<file path="src/rtl/uart_rx_fifo_pkg.sv">
// Shared defaults and helpers for the UART receive-side FIFO slice.
// Imported by uart_sync_fifo and uart_rx_fifo.
package uart_rx_fifo_pkg;

  localparam int DEFAULT_PAYLOAD_SIZE = 8;
  localparam int DEFAULT_DEPTH        = 16;
  localparam int ERR_COUNT_W          = 8;

  localparam logic [ERR_COUNT_W-1:0] ERR_COUNT_MAX = '1;

  // Saturating increment for status counters
  function automatic logic [ERR_COUNT_W-1:0] sat_inc(input logic [ERR_COUNT_W-1:0] value);
    return (value == ERR_COUNT_MAX) ? value : value + 1'b1;
  endfunction

endpackage

</file>
<file path="src/rtl/uart_sync_fifo.sv">
// Generic synchronous first-word-fall-through FIFO with flush.
// Pointers carry one extra wrap bit so full and empty are distinguishable.
module uart_sync_fifo
  import uart_rx_fifo_pkg::*;
#(
  parameter int WIDTH  = DEFAULT_PAYLOAD_SIZE,
  parameter int DEPTH  = DEFAULT_DEPTH,
  parameter int ADDR_W = $clog2(DEPTH)
) (
  input  logic              clk,
  input  logic              rst_n,
  input  logic              i_flush,
  input  logic              i_push,
  input  logic [WIDTH-1:0]  i_wdata,
  input  logic              i_pop,
  output logic [WIDTH-1:0]  o_rdata,
  output logic              o_empty,
  output logic              o_full,
  output logic [ADDR_W:0]   o_level
);

  logic [WIDTH-1:0]  r_mem [DEPTH];
  logic [ADDR_W:0]   r_wr_ptr;
  logic [ADDR_W:0]   r_rd_ptr;

  logic              w_empty;
  logic              w_full;
  logic              w_do_pop;
  logic              w_do_push;

  assign w_empty   = (r_wr_ptr == r_rd_ptr);
  assign w_full    = (r_wr_ptr[ADDR_W] != r_rd_ptr[ADDR_W]) &&
                     (r_wr_ptr[ADDR_W-1:0] == r_rd_ptr[ADDR_W-1:0]);
  assign w_do_pop  = i_pop & ~w_empty;
  // A push into a full FIFO is legal only when the head leaves on the same edge
  assign w_do_push = i_push & (~w_full | w_do_pop);

  always_ff @(posedge clk) begin
    if (!rst_n || i_flush) begin
      r_wr_ptr <= '0;
      r_rd_ptr <= '0;
    end else begin
      if (w_do_push) r_wr_ptr <= r_wr_ptr + 1'b1;
      if (w_do_pop)  r_rd_ptr <= r_rd_ptr + 1'b1;
    end
  end

  always_ff @(posedge clk) begin
    if (rst_n && !i_flush && w_do_push) begin
      r_mem[r_wr_ptr[ADDR_W-1:0]] <= i_wdata;
    end
  end

  assign o_rdata = w_empty ? '0 : r_mem[r_rd_ptr[ADDR_W-1:0]];
  assign o_empty = w_empty;
  assign o_full  = w_full;
  assign o_level = r_wr_ptr - r_rd_ptr;

endmodule

</file>
<file path="src/rtl/uart_rx_fifo.sv">
// UART receive buffer: FIFO capture of rx_done bytes, sticky overflow and framing-error counter.
// Optional UART_RX_FIFO_WATERMARK_EN adds WATERMARK and a registered almost_full for RTS.
module uart_rx_fifo
  import uart_rx_fifo_pkg::*;
#(
  parameter int PAYLOAD_SIZE = DEFAULT_PAYLOAD_SIZE,
  parameter int DEPTH        = DEFAULT_DEPTH,
  parameter int ADDR_W       = $clog2(DEPTH)
`ifdef UART_RX_FIFO_WATERMARK_EN
  ,
  parameter int WATERMARK    = DEPTH - 2
`endif
) (
  input  logic                     clk,
  input  logic                     rst_n,
  input  logic [PAYLOAD_SIZE-1:0]  rx_data,
  input  logic                     rx_done,
  input  logic                     rx_error,
  input  logic                     clear,
  output logic [PAYLOAD_SIZE-1:0]  m_data,
  output logic                     m_valid,
  input  logic                     m_ready,
  output logic [ADDR_W:0]          level,
  output logic                     full,
  output logic                     overflow,
  output logic [ERR_COUNT_W-1:0]   err_count
`ifdef UART_RX_FIFO_WATERMARK_EN
  ,
  output logic                     almost_full
`endif
);

  logic                    w_empty;
  logic                    w_pop;
  logic                    w_push;
  logic                    w_drop;
  logic                    w_err_rise;

  logic                    r_overflow;
  logic                    r_rx_error_d;
  logic [ERR_COUNT_W-1:0]  r_err_count;

  assign w_pop  = ~w_empty & m_ready;
  assign w_push = rx_done & (~full | w_pop);
  // A byte flushed by clear is not an overflow
  assign w_drop = rx_done & full & ~w_pop & ~clear;

  uart_sync_fifo #(
    .WIDTH  (PAYLOAD_SIZE),
    .DEPTH  (DEPTH),
    .ADDR_W (ADDR_W)
  ) u_fifo (
    .clk     (clk),
    .rst_n   (rst_n),
    .i_flush (clear),
    .i_push  (w_push),
    .i_wdata (rx_data),
    .i_pop   (w_pop),
    .o_rdata (m_data),
    .o_empty (w_empty),
    .o_full  (full),
    .o_level (level)
  );

  assign m_valid = ~w_empty;

  always_ff @(posedge clk) begin
    if (!rst_n || clear) begin
      r_overflow <= 1'b0;
    end else if (w_drop) begin
      r_overflow <= 1'b1;
    end
  end

  assign w_err_rise = rx_error & ~r_rx_error_d;

  // clear reloads the edge detector so a level already high is not counted again
  always_ff @(posedge clk) begin
    if (!rst_n) begin
      r_rx_error_d <= 1'b0;
      r_err_count  <= '0;
    end else if (clear) begin
      r_rx_error_d <= rx_error;
      r_err_count  <= '0;
    end else begin
      r_rx_error_d <= rx_error;
      if (w_err_rise) r_err_count <= sat_inc(r_err_count);
    end
  end

  assign overflow  = r_overflow;
  assign err_count = r_err_count;

`ifdef UART_RX_FIFO_WATERMARK_EN
  localparam logic [ADDR_W:0] WM_LEVEL = WATERMARK[ADDR_W:0];

  logic [ADDR_W:0] w_level_next;
  logic            r_almost_full;

  assign w_level_next = level + {{ADDR_W{1'b0}}, w_push} - {{ADDR_W{1'b0}}, w_pop};

  // Tracks the occupancy the FIFO will hold after this edge
  always_ff @(posedge clk) begin
    if (!rst_n || clear) begin
      r_almost_full <= 1'b0;
    end else begin
      r_almost_full <= (w_level_next >= WM_LEVEL);
    end
  end

  assign almost_full = r_almost_full;
`endif

endmodule

</file>
<file path="config.mk">
export PLATFORM = sky130hd
export DESIGN_NAME = uart_rx_fifo
export DESIGN_NICKNAME = d
export VERILOG_FILES = /design/src/rtl/uart_rx_fifo_pkg.sv /design/src/rtl/uart_sync_fifo.sv /design/src/rtl/uart_rx_fifo.sv
export SDC_FILE = /design/constraint.sdc
export NUM_CORES = 1
export LEC_CHECK = 0
export CAP_MARGIN = 20
export CELL_PAD_IN_SITES_DETAIL_PLACEMENT = 1
export CELL_PAD_IN_SITES_GLOBAL_PLACEMENT = 2
export CORE_MARGIN = 5
export CORE_UTILIZATION = 44
export DETAILED_ROUTE_END_ITERATION = 6
export PLACE_DENSITY_LB_ADDON = 0.1
export SYNTH_ARGS = -nofsm -noshare
export SYNTH_HDL_FRONTEND = slang
export SYNTH_SLANG_ARGS = --single-unit
</file>
<file path="constraint.sdc">
create_clock -name clk -period 3.22 [get_ports clk]
set_clock_uncertainty 0.1 [all_clocks]
set_input_delay 0.644 -clock clk [delete_from_list [all_inputs] [get_ports clk]]
set_output_delay 0.644 -clock clk [all_outputs]
set_load 0.005 [all_outputs]
</file>
==> impl_table.tex <==
\begin{tabular}{lr}
\hline
Metric & Value \\
\hline
\multicolumn{2}{l}{\textbf{Place}} \\
Routability congestion estimate from global placement & 0.7458 \\
HPWL Detailed & 8.589 mm \\
IO Port Bufs & 37 \\
Worst-case setup slack after placement & 184.7 ps \\
\multicolumn{2}{l}{\textbf{Synthesis}} \\
Number of enable flip-flop cells after synthesis & 128 \\
Fraction of registers with async set/reset & 0\% \\
Count of unique library cells instantiated by Yosys & 39 \\
Post-synthesis area per instance & 16.98 um\^{}2 \\
Post-Syn Area & 0.006265 mm\^{}2 \\
Synth warnings & 0 \\
Synthesized net count & 394 \\
Top\_reg\_cell synth & sky130\_fd\_sc\_hd\_\_edfxtp\_1 \\
Post-synthesis sequential area ratio & 69.02\% \\
Synthesized netlist cell count & 369 \\
Total of flip-flops plus latches after synthesis & 152 \\
\multicolumn{2}{l}{\textbf{Status}} \\
Run status & completed \\
\multicolumn{2}{l}{\textbf{Power and ir drop}} \\
Worst IR drop on VDD & 0.3492 mV \\
Fraction of power consumed by combinational cells & under 10\% \\
Overall Power & $\sim$4.3 mW \\
Relative contribution of the clock network to total power & 46.7\% \\
Power density over cell area & 558.9 mW/mm\^{}2 \\
Lkg Pwr & between 2 and 3 nW \\
Reported net switching power & about 800 uW \\
Sequential Power Share & 50.1\% \\
Proportion of total power due to net switching & between 10\% and 20\% \\
Cell internal power dissipation & around 3.5 mW \\
\multicolumn{2}{l}{\textbf{Setup path}} \\
Arrival time of the worst setup path & 2350 ps \\
Required time reported for the critical path endpoint & around 2500 ps \\
Startpoint types & register \\
Endpoint class of the critical path & primary output \\
Maximum net fanout on the critical path & 7 \\
Type of the worst setup path & register to primary output \\
\multicolumn{2}{l}{\textbf{STA}} \\
Final max-slew violation count & 0 \\
Hold Violations, Final & 0 \\
Final setup violation count & 0 \\
Headroom to the max-slew limit & 43.49\% \\
RSZ-0062 raised after global routing & false \\
Period utilization & 95.98\% \\
Worst Slack Setup Final & $\sim$130 ps \\
Final period demand of the worst path & 3091 ps \\
Maximum clock rate & roughly 0.32 GHz \\
Worst Max-Slew Pin Slew & roughly 850 ps \\
\multicolumn{2}{l}{\textbf{GRT}} \\
Antenna violations before repair & 0 \\
Wire length of the first global-routing pass & 21.10 mm \\
GRT Total Usage & 17.27\% \\
Largest net degree at the start of global routing & 33 \\
Congestion Overflow GR & 0 \\
Vias in the first global route & 3660 \\
\multicolumn{2}{l}{\textbf{Drt}} \\
Total wire length after detailed routing & $\sim$13 mm \\
Antenna-violating nets left & 0 \\
Final routed wire length divided by cell count & 21.14 um \\
First-iteration detailed-routing DRC count & about 210 \\
Detailed Routing Iterations Pass 1 & 4 \\
Routed vias/inst & 5.435 \\
Via count & 3397 \\
Remaining design rule violation count & 0 \\
\multicolumn{2}{l}{\textbf{Run}} \\
Max-cap viol count & 0 \\
\multicolumn{2}{l}{\textbf{Die}} \\
Horizontal die dimension & 129.3 um \\
Die span in y & approximately 130 um \\
Rows & 43 \\
Initial Util & 44.96\% \\
Die Area & 0.01673 mm\^{}2 \\
I/O Pins & 38 \\
Core region area & roughly 0.014 mm\^{}2 \\
\multicolumn{2}{l}{\textbf{Cells and area}} \\
FILL cells & 1309 \\
Antenna cells & 0 \\
Synthesis-to-finish area growth & 22.13\% \\
Layout cells sized above 1 & 19.78\% \\
Total Nets Final & 457 \\
\multicolumn{2}{l}{\textbf{Clock network}} \\
Total clock buffers created by CTS & 17 \\
H-tree level count & 4 \\
Clock root buffer master & sky130\_fd\_sc\_hd\_\_clkbuf\_16 \\
Worst skew pair latency & around 400 ps \\
TritonCTS clock tree & yes \\
CTS clock-pin slew for the worst setup and hold paths & around 60 ps \\
CTS sink count & 152 \\
Deepest clock path buffer count & 2 \\
Setup repair bufs after CTS & 0 \\
\multicolumn{2}{l}{\textbf{Worst hold path}} \\
Hold Crit Class & register to register \\
\hline
\end{tabular}
-- state kept, by name, summed over array words and instances (netlist names), named ones only --
name / count
u_fifo.r_mem: 128
overflow: 1
u_fifo.r_rd_ptr: 5
r_rx_error_d: 1
err_count: 8
u_fifo.r_wr_ptr: 5
-- layout by cell type, fill, tap and decap left out, types with 3 or more instances in the layout --
| cell type | synthesis | layout |
|---|---|---|
| sky130_fd_sc_hd__edfxtp_1 | 128 | 128 |
| sky130_fd_sc_hd__clkdlybuf4s50_1 | 0 | 29 |
| sky130_fd_sc_hd__nor2_1 | 26 | 25 |
| sky130_fd_sc_hd__mux4_2 | 23 | 23 |
| sky130_fd_sc_hd__dfxtp_1 | 24 | 21 |
| sky130_fd_sc_hd__buf_4 | 3 | 20 |
| sky130_fd_sc_hd__clkbuf_16 | 0 | 17 |
| sky130_fd_sc_hd__inv_1 | 11 | 11 |
| sky130_fd_sc_hd__mux2i_1 | 11 | 11 |
| sky130_fd_sc_hd__nor2b_1 | 10 | 10 |
| sky130_fd_sc_hd__a21oi_1 | 10 | 10 |
| sky130_fd_sc_hd__ha_1 | 10 | 10 |
| sky130_fd_sc_hd__a211oi_1 | 17 | 9 |
| sky130_fd_sc_hd__mux4_1 | 9 | 9 |
| sky130_fd_sc_hd__nand3_1 | 9 | 9 |
| sky130_fd_sc_hd__nand2_1 | 9 | 9 |
| sky130_fd_sc_hd__a211oi_2 | 0 | 8 |
| sky130_fd_sc_hd__nor3_1 | 8 | 8 |
| sky130_fd_sc_hd__xnor2_1 | 6 | 6 |
| sky130_fd_sc_hd__o21ai_0 | 6 | 6 |
| sky130_fd_sc_hd__nand4_1 | 5 | 5 |
| sky130_fd_sc_hd__clkinv_1 | 0 | 5 |
| sky130_fd_sc_hd__dlygate4sd2_1 | 0 | 5 |
| sky130_fd_sc_hd__xor2_1 | 4 | 4 |
| sky130_fd_sc_hd__nand2b_1 | 4 | 4 |
| sky130_fd_sc_hd__or3_1 | 4 | 4 |
| sky130_fd_sc_hd__clkinv_2 | 0 | 4 |
| sky130_fd_sc_hd__bufinv_16 | 0 | 4 |
| sky130_fd_sc_hd__buf_12 | 1 | 3 |
-- what timing repair did --
action,4_1_cts,5_1_grt
setup endpoints to repair,10,5
gates cloned,1,0
pin swaps,1,2
gates resized for setup,16,10
hold buffers,0,0
-- cells in the mapped netlist (2+ instances only) --
cell type / n / area, um^2
sky130_fd_sc_hd__a211oi_1: 17 / 127.6
sky130_fd_sc_hd__a21o_1: 2 / 15.01
sky130_fd_sc_hd__a21oi_1: 10 / 50.05
sky130_fd_sc_hd__and3_1: 2 / 12.51
sky130_fd_sc_hd__buf_1: 2 / 7.510
sky130_fd_sc_hd__buf_2: 6 / 30.03
sky130_fd_sc_hd__buf_4: 3 / 22.52
sky130_fd_sc_hd__buf_6: 2 / 22.52
sky130_fd_sc_hd__clkbuf_1: 5 / 18.77
sky130_fd_sc_hd__dfxtp_1: 24 / 480.5
sky130_fd_sc_hd__edfxtp_1: 128 / 3844
sky130_fd_sc_hd__ha_1: 10 / 125.1
sky130_fd_sc_hd__inv_1: 11 / 41.29
sky130_fd_sc_hd__mux2i_1: 11 / 110.1
sky130_fd_sc_hd__mux4_1: 9 / 236.5
sky130_fd_sc_hd__mux4_2: 23 / 518.0
sky130_fd_sc_hd__nand2_1: 9 / 33.78
sky130_fd_sc_hd__nand2b_1: 4 / 25.02
sky130_fd_sc_hd__nand3_1: 9 / 45.04
sky130_fd_sc_hd__nand4_1: 5 / 31.28
sky130_fd_sc_hd__nor2_1: 26 / 97.59
sky130_fd_sc_hd__nor2b_1: 10 / 62.56
sky130_fd_sc_hd__nor3_1: 8 / 40.04
sky130_fd_sc_hd__o21ai_0: 6 / 30.03
sky130_fd_sc_hd__o31ai_1: 2 / 15.01
sky130_fd_sc_hd__or3_1: 4 / 25.02
sky130_fd_sc_hd__xnor2_1: 6 / 52.55
sky130_fd_sc_hd__xor2_1: 4 / 35.03
-- power groups by stage --
stage | combinational, mW | clock, mW | sequential (mW)
finish | 0.135 | 2.00 | 2.14
global route | 0.149 | 2.13 | 2.14
CTS | 0.138 | 2.04 | 2.14
global placement | 0.133 | 0 | 2.18
floorplan | 0.0554 | 0 | 2.18
detailed placement | 0.137 | 0 | 2.18
-- layout make-up --
class | instances | area [um^2] | area share, %
Sequential cell | 152 | 4330 | 56.60
Inverter | 11 | 41.29 | 0.5397
Clock inverter | 13 | 158.9 | 2.077
Tap cell | 180 | 225.2 | 2.944
Clock buffer | 19 | 432.9 | 5.658
Timing Repair Buffer | 63 | 634.4 | 8.291
Multi-Input combinational cell | 187 | 1828 | 23.89
-- per-stage QoR --
stage / TNS (ps) / utilization, % / std cells / area [um^2] / hold WS [ps]
6_report: 0 / 54.91 / 625 / 7651 / 375.9
5_1_grt: 0 / 54.91 / 625 / 7651 / 419.4
4_1_cts: -68.26 / 54.68 / 625 / 7620 / 387.5
3_5_place_dp: 0 / 49.98 / 592 / 6964 / 368.9
3_3_place_gp: 0 / 49.98 / 592 / 6964 / 354.2
2_1_floorplan: 0 / - / 369 / 6265 / 360.4
-- logic make-up (layout without fill, tap and decap cells) --
group,after synthesis,count (layout),share of synthesized area (%)
simple gates,80,80,6.311
xor+xnor,10,10,1.398
buf+inv,30,106,2.596
mux,43,43,13.80
fa+ha+maj,11,11,2.317
flops,152,152,69.02
compound gates,43,43,4.554
-- final timing paths --
check | startpoint | endpoint | slack (ps) | cells past startpoint
max | register | m_data[0] | 130 | 5
min | overflow$_SDFFE_PP0P_ | overflow$_SDFFE_PP0P_ | 380 | 2
max reg2reg | u_fifo.r_rd_ptr[1]$_SDFFE_PP0N_ | u_fifo.r_mem[0][3]$_DFFE_PP_ | 640 | 8
min reg2reg | overflow$_SDFFE_PP0P_ | overflow$_SDFFE_PP0P_ | 380 | 2
-- critical path, cell delays in order, from the launching register on --
cell and delay (ps):
sky130_fd_sc_hd__dfxtp_2 350, sky130_fd_sc_hd__bufbuf_16 280, sky130_fd_sc_hd__mux4_1 590, sky130_fd_sc_hd__a211oi_2 290, sky130_fd_sc_hd__a211oi_1 100, sky130_fd_sc_hd__dlygate4sd2_1 320
-- layer usage --
metal  wire [um]  GRT usage (%)  vias to the layer above
met3         438          4.204                       16
met1        5661          21.51                     1729
met5           0              0                        -
li1            -              -                     1581
met2        6900          29.45                       71
met4         212          6.300                        0
(Power assumes the default switching activity.)
